`config.mk`:
```
export PLATFORM = sky130hd
export DESIGN_NAME = thumb_fetch_align
export DESIGN_NICKNAME = d
export VERILOG_FILES = /design/src/rtl/thumb_pkg.sv /design/src/rtl/hw_ring.sv /design/src/rtl/thumb_fetch_align.sv
export SDC_FILE = /design/constraint.sdc
export NUM_CORES = 1
export LEC_CHECK = 0
export CORE_MARGIN = 1
export CORE_UTILIZATION = 24
export DETAILED_ROUTE_END_ITERATION = 8
export GPL_ROUTABILITY_DRIVEN = 0
export SYNTH_ARGS = -nofsm -noshare
export SYNTH_HDL_FRONTEND = slang
export SYNTH_SLANG_ARGS = --single-unit
```
`constraint.sdc`:
```
create_clock -name clk -period 6.8 [get_ports clk]
set_input_delay 1.36 -clock clk [delete_from_list [all_inputs] [get_ports clk]]
set_output_delay 1.36 -clock clk [all_outputs]
set_load 0.02 [all_outputs]
```
`src/rtl/thumb_pkg.sv`:
```
// thumb_pkg: shared constants and Thumb halfword decode helpers for the fetch aligner
package thumb_pkg;
  localparam logic [15:0] NOP_HW = 16'hBF00;
  localparam int DEF_FETCH_HW = 2;
  localparam int DEF_DEPTH_HW = 8;
  localparam int DEF_PTR_W = $clog2(DEF_DEPTH_HW);
  localparam int DEF_CNT_W = $clog2(DEF_DEPTH_HW + 1);
  function automatic logic is_t32_first(input logic [15:0] hw);
    return hw[15:13] == 3'b111 && hw[12:11] != 2'b00;
  endfunction
  function automatic logic is_multi16(input logic [15:0] hw);
    return hw[15:12] == 4'b1100 || (hw[15:12] == 4'b1011 && hw[10:9] == 2'b10);
  endfunction
endpackage

```
`src/rtl/hw_ring.sv`:
```
// hw_ring: halfword circular buffer, up to FETCH_HW writes and 2-wide head read per cycle
module hw_ring #(
  parameter int FETCH_HW = thumb_pkg::DEF_FETCH_HW,
  parameter int DEPTH_HW = thumb_pkg::DEF_DEPTH_HW,
  localparam int PW = $clog2(DEPTH_HW),
  localparam int CW = $clog2(DEPTH_HW + 1),
  localparam int NW = $clog2(FETCH_HW + 1)
) (
  input  logic                     clk,
  input  logic                     rst_n,
  input  logic                     clr,
  input  logic [NW-1:0]            wr_n,
  input  logic [FETCH_HW-1:0][15:0] wr_data,
  input  logic [1:0]               rd_n,
  output logic [15:0]              rd_data0,
  output logic [15:0]              rd_data1,
  output logic [CW-1:0]            count
);
  logic [15:0] mem [DEPTH_HW];
  logic [PW-1:0] rd_ptr, wr_ptr;
  assign rd_data0 = mem[rd_ptr];
  assign rd_data1 = mem[rd_ptr + PW'(1)];
  always_ff @(posedge clk) begin
    if (rst_n && !clr)
      for (int i = 0; i < FETCH_HW; i++)
        if (i < int'(wr_n)) mem[wr_ptr + PW'(i)] <= wr_data[i];
  end
  always_ff @(posedge clk) begin
    if (!rst_n || clr) begin
      rd_ptr <= '0;
      wr_ptr <= '0;
      count  <= '0;
    end else begin
      wr_ptr <= wr_ptr + PW'(wr_n);
      rd_ptr <= rd_ptr + PW'(rd_n);
      count  <= count + CW'(wr_n) - CW'(rd_n);
    end
  end
endmodule

```
`src/rtl/thumb_fetch_align.sv`:
```
// thumb_fetch_align: splits fetch words into Thumb halfwords and issues 16/32-bit instructions with PC
module thumb_fetch_align #(
  parameter int          FETCH_HW = 2,
  parameter int          DEPTH_HW = 8,
  parameter bit          HI_FIRST = 1'b1,
  parameter logic [15:0] NOP_HW   = thumb_pkg::NOP_HW
) (
  input  logic                   clk,
  input  logic                   rst_n,
  input  logic                   fetch_valid,
  output logic                   fetch_ready,
  input  logic [FETCH_HW*16-1:0] fetch_data,
  input  logic                   flush,
  input  logic [31:0]            flush_pc,
  input  logic                   hold,
  output logic                   inst_valid,
  input  logic                   inst_ready,
  output logic                   inst_is32,
  output logic [31:0]            inst_data,
  output logic [31:0]            inst_pc,
  output logic                   inst_multi
);
  import thumb_pkg::*;
  localparam int SW = $clog2(FETCH_HW);
  localparam int CW = $clog2(DEPTH_HW + 1);
  localparam int NW = $clog2(FETCH_HW + 1);
  logic [FETCH_HW-1:0][15:0] ord, wr_data;
  logic [SW-1:0] skip;
  logic [31:0] head_pc;
  logic [15:0] h0, h1;
  logic [CW-1:0] count;
  logic [NW-1:0] wr_n;
  logic [1:0] rd_n;
  logic is32, push, pop;
  always_comb begin
    for (int i = 0; i < FETCH_HW; i++)
      ord[i] = HI_FIRST ? fetch_data[16*(FETCH_HW-1-i) +: 16] : fetch_data[16*i +: 16];
  end
  // halfwords before the redirect target are shifted out so the ring only sees live code
  assign wr_data     = ord >> (16 * int'(skip));
  assign fetch_ready = rst_n && !flush && (CW'(DEPTH_HW) - count) >= CW'(FETCH_HW);
  assign is32        = is_t32_first(h0);
  assign inst_valid  = rst_n && !hold && !flush && count != '0 && (!is32 || count >= CW'(2));
  assign inst_is32   = inst_valid && is32;
  assign inst_multi  = inst_valid && !is32 && is_multi16(h0);
  assign inst_data   = !inst_valid ? {16'h0, NOP_HW} : is32 ? {h0, h1} : {16'h0, h0};
  assign inst_pc     = head_pc;
  assign push        = fetch_valid && fetch_ready;
  assign pop         = inst_valid && inst_ready;
  assign wr_n        = push ? NW'(FETCH_HW) - NW'(skip) : '0;
  assign rd_n        = pop ? (is32 ? 2'd2 : 2'd1) : 2'd0;
  hw_ring #(.FETCH_HW(FETCH_HW), .DEPTH_HW(DEPTH_HW)) u_ring (
    .clk(clk), .rst_n(rst_n), .clr(flush), .wr_n(wr_n), .wr_data(wr_data),
    .rd_n(rd_n), .rd_data0(h0), .rd_data1(h1), .count(count)
  );
  always_ff @(posedge clk) begin
    if (!rst_n) begin
      head_pc <= '0;
      skip    <= '0;
    end else if (flush) begin
      head_pc <= {flush_pc[31:1], 1'b0};
      skip    <= flush_pc[SW:1];
    end else begin
      if (pop) head_pc <= head_pc + (is32 ? 32'd4 : 32'd2);
      if (push) skip <= '0;
    end
  end
endmodule

```
Word-level counts from Yosys, hierarchy flattened
Memory sizes are Yosys's and may differ from the RTL's. A register that Yosys moved wholly into a read port is not among the register bits. Cells that the tools add are included.

Register bits: 43. Bits in writable memories: 128. Input port bits: 70. Output and inout port bits: 68. Memories kept: 1.

Memory list: u_ring.mem (depth 8, width 16, rd ports 2, clocked after memory_dff 1, write ports 2, RTL line hw_ring.sv:19) `logic [15:0] mem [DEPTH_HW];`.

$add $sub $neg: 9. $lt $le $gt $ge: 4. Equal/unequal tests: 4. Shifts and indexed selects: 1. Mux-type cells: 17. Bitwise gates (word level): 1. Reductions and logical operators: 25.

Operators by type and width (count): $mux W32 (4); $add A32 B3 Y32 (1); $shr A32 B5 Y32 (1); $logic_and A1 B1 Y1 (13); $eq A4 B4 Y1 const B (2); $ge A4 B2 Y1 const B (2); $mux W1 (8); $add A3 B1 Y3 const B (2); $add A3 B2 Y3 (2); $mux W2 (3); $mux W3 (2); $reduce_bool A2 Y1 (3); $add A4 B2 Y4 (1); $logic_not A1 Y1 (4); $lt A1 B2 Y1 const A (2); $reduce_bool A4 Y1 (1); $sub A4 B2 Y4 (1); $sub A4 B4 Y4 const A (1); $eq A3 B3 Y1 const B (1); $logic_or A1 B1 Y1 (3); $eq A2 B2 Y1 const B (1); $reduce_or A2 Y1 (1); $sub A2 B1 Y2 const A (1); $not A1 Y1 (1).

Logic depth before layout (Yosys ltp)
Depth after elaboration: 9. Gate-level depth with buffers: 15.

Modules after synthesis
Synthesis repeated with hierarchy kept, for this count alone.

Cells, all modules: 863. Area, all modules: 10903.0 um2.

By module, submodules not included: hw_ring (times used 1, cells an instance 459, area an instance 8059.0 um2, seq. area each 4043.9 um2); thumb_fetch_align (times used 1, cells an instance 404, area an instance 2844.0 um2, seq. area each 640.6 um2).

Least setup slack after synthesis
Ideal clock, no wire load.

Path type: in2out. Start: in rst_n. End: out inst_data[10]. Arrival: 2956 ps. Data required time: 5440 ps. Setup slack: 2484 ps. Stages: 7. Cells stage by stage: nor2b_1 > clkbuf_1 > and2_1 > clkbuf_1 > nand3_1 > clkinv_1 > a32oi_1.

Cells in the longest elaborated chain, start to end: 5.

RTL lines: start, declared (RTL line thumb_fetch_align.sv:9) `input logic rst_n,`; $logic_and A1 B1 Y1 (4 in series) (RTL line thumb_fetch_align.sv:43) `assign inst_valid = rst_n && !hold && !flush && count != '0 && (!is32 || count >= CW'(2));`; $mux W32 (RTL line thumb_fetch_align.sv:46) `assign inst_data = !inst_valid ? {16'h0, NOP_HW} : is32 ? {h0, h1} : {16'h0, h0};`; end, declared (RTL line thumb_fetch_align.sv:19) `output logic [31:0] inst_data,`.

No other way between the ends.

Worst setup path after layout
Start: reg u_ring.rd_ptr[2]. End: out inst_data[13].

Cells in the longest elaborated chain, start to end: 4.

RTL lines: start, declared (RTL line hw_ring.sv:20) `logic [PW-1:0] rd_ptr, wr_ptr;`; start signal, assigned (RTL line hw_ring.sv:35) `rd_ptr <= rd_ptr + PW'(rd_n);`; $add A3 B1 Y3 (RTL line hw_ring.sv:22) `assign rd_data1 = mem[rd_ptr + PW'(1)];`; $mem_v2 Z8 W16; $mux W32 (2 in series) (RTL line thumb_fetch_align.sv:46).

No other way between the ends.

==> out/results.ini <==
[status]
status = complete, no violations

[detailed_routing]
drc = 0
final_antenna_net_count = 0
dr.pass1.iters = 5
routed-via-count = 7388
via_per_inst = 5.10
wl_per_cell_um = 20.8
finalWirelength_mm = 30.1
initialDrtViolationCount = 542

[place]
pre_cts_slack_ns = 1.31
post-place-cells = 1415
io_buffers = 135
dpl.hpwl_mm = 20.0

[sta]
finalSetupTns_ns = 0
period_minus_slack_ns = 5.77
final_max_slew_viol_count = 0
rsz0062_at_grt = false
period_share_pct = 84.9
max_slew_margin_pct = 34.5
fmax_mhz = 173
finalSetupViolCount = 0
worst_pin_slew_ns = 0.975
finClkSkew_ns = 0.0105
layout_setup_ws_ns = 1.03
hold_viol_final = 0

[floorplan]
die_area_um2 = 43100
rows = 74
die_x_um = 208
start_util_pct = 24.6
core_um2 = 41300
ios = 138
die_h_um = 208

[grt]
use_met3_pct = 3.45
met1_usage_pct = 19.0
grt_max_degree = 40
grt_pass1_vias = 7248
track_usage_pct = 13.9
grt_pass1_wl_mm = 45.4
use_met2_pct = 22.1
globalRoute.busiestLayer = met2
grt_antenna_before_repair = 4
overflow = 0

[yosys]
ys_async_sr_fraction_pct = 0
synthTopCellsByCount = edfxtp_1 (128), mux2_2 (128), mux4_2 (64)
synth_compound_area_share_pct = 8.07
syn_area_um2 = 10200
yosys.cell_types.count = 59
synth_top_area_cell = edfxtp_1
synth-seq-cells = 170
synth-seq-area-share_pct = 46.1
synth_fp_nets = 860
yosys.area_share.adder_pct = 2.59
yosysWarnings = 0
synth_enable_flop_cells = 128
netlist.area_leader.share_pct = 37.9
avgSynthCellArea_um2 = 13.2
synth_top_family_by_area = multiplexers
synth_cells = 772
synthSimpleGateAreaFrac_pct = 8.08
synth_mux_area_share_pct = 30.9
synthTopCellsByArea = edfxtp_1 (38%), mux2_2 (14%), mux4_2 (14%), dfxtp_1 (8.3%), mux2i_1 (2.3%)
synth-xor-area-share_pct = 0.863
ys.flop_type = edfxtp_1

[cts]
cts.path.max_buffers = 2
cts_tree = done
cts.sinks = 170
htreeDepth = 4
clk_latency_ns = 0.44
cts.repair.resized = 0
cts.clk_slew.worst_paths_ns = 0.07
numCtsBuffers = 17
postCtsHoldBufs = 0
cts-root-buf = clkbuf_16
post_cts_buffers = 0

[worst_setup_path]
reg2reg_slack_ns = 1.69
start_kind = flip-flop
worst_r2r_endpoint = inst_pc[27]
worstPathMaxFanout = 16
timing.rr.start = u_ring.rd_ptr[2]
critPathRequiredTime_ns = 5.44
path_class = flip-flop to output port
critPathArrivalTime_ns = 4.41
ff2ff_path_depth = 13
end_kind = output port

[final_layout]
instances_no_fill = 1448
regArea_um2 = 4690
area_growth_pct = 26.0
n_fill_cell = 4180
layout.nets = 990
multiInputGateArea_um2 = 5190
drive_gt1_share_pct = 28.7

[min_path]
holdPathStages = 2
hold_end = inst_pc[30]
worstHoldStart = inst_pc[30]
hp-class = flip-flop to flip-flop

[power_and_ir_drop]
finalPower_mw = 2.49
peakVddDrop_v = 0.000159
leakagePower_nw = 4.07
power.density_nw_per_um2 = 195

[flow_run]
drv_cap = 0

==> per-layer routing <==
metal,wire (um),vias up
li1,-,3339
met1,13600,3725
met2,14100,285
met3,1970,33
met4,388,6
met5,37,-
==> layout make-up <==
cell class / instances / share of cell area [%]
Inverter: 27 / 0.792
Antenna cell: 1 / 0.0196
Sequential cell: 170 / 36.7
Clock inverter: 14 / 1.27
Multi-Input combinational cell: 524 / 40.6
Clock buffer: 18 / 3.36
Tap cell: 532 / 5.20
Timing Repair Buffer: 162 / 12.1
==> worst max path at each step <==
stage                    endpoint  cells past startpoint  slack (ns)        startpoint
floorplan           inst_data[10]                      7        2.48             rst_n
CTS                  inst_data[3]                      8        0.95  u_ring.rd_ptr[2]
global placement     inst_data[3]                      7        1.33             rst_n
global route         inst_data[3]                      8        0.76  u_ring.rd_ptr[2]
detailed placement   inst_data[3]                      7        1.31             rst_n
finish              inst_data[13]                      8        1.03  u_ring.rd_ptr[2]
==> placed cells by master (no fill, tap or decap), types with 6 or more instances in the layout <==
cell	count
and2_1	10
nor3_1	8
mux2_2	128
ha_1	12
mux4_2	64
mux2i_1	23
o311ai_0	13
o211ai_1	19
o21ai_0	10
buf_4	27
nand2_1	54
and3_1	7
nor2_1	37
inv_1	26
clkdlybuf4s50_1	135
edfxtp_1	128
dfxtp_1	41
a31oi_1	8
nand4_1	11
o22ai_1	8
a32oi_1	8
nand3_1	18
xnor2_1	6
a21oi_1	7
clkbuf_16	17
==> worst max-delay path, cell delays in order, from the launching register on <==
cell,delay (ns)
dfxtp_1,0.96
mux4_2,0.61
mux2i_1,0.36
a2111oi_2,0.09
buf_4,0.20
nand3_1,0.10
clkinv_1,0.37
a32oi_1,0.57
clkdlybuf4s50_1,0.71
==> metrics by stage <==
step                cell area, um2  util [%]  hold WS [ns]
floorplan                    10200         -         0.578
global placement             12200      29.5         0.518
detailed placement           12200      29.5         0.537
CTS                          12800      31.0         0.546
global route                 12800      31.0         0.575
finish                       12800      31.0         0.543
==> cell families after synthesis <==
logic type      count (synthesis)
mux                           216
flops                         170
simple gates                  169
compound gates                110
buf+inv                        78
fa+ha+maj                      18
xor+xnor                       10
other cells                     1
==> power breakdown <==
group	leakage, nW	internal, mW	switching [mW]
clock network	0.289	0.553	0.455
logic	2.28	0.161	0.153
registers	1.50	1.14	0.0247
total	4.07	1.86	0.632
==> flip-flops by register name, summed over array words and instances (netlist names) <==
| name | flops |
|---|---|
| inst_pc | 31 |
| skip | 1 |
| u_ring.wr_ptr | 3 |
| u_ring.mem | 128 |
| u_ring.rd_ptr | 3 |
| u_ring.count | 4 |
Power figures use the tool's default switching activity.
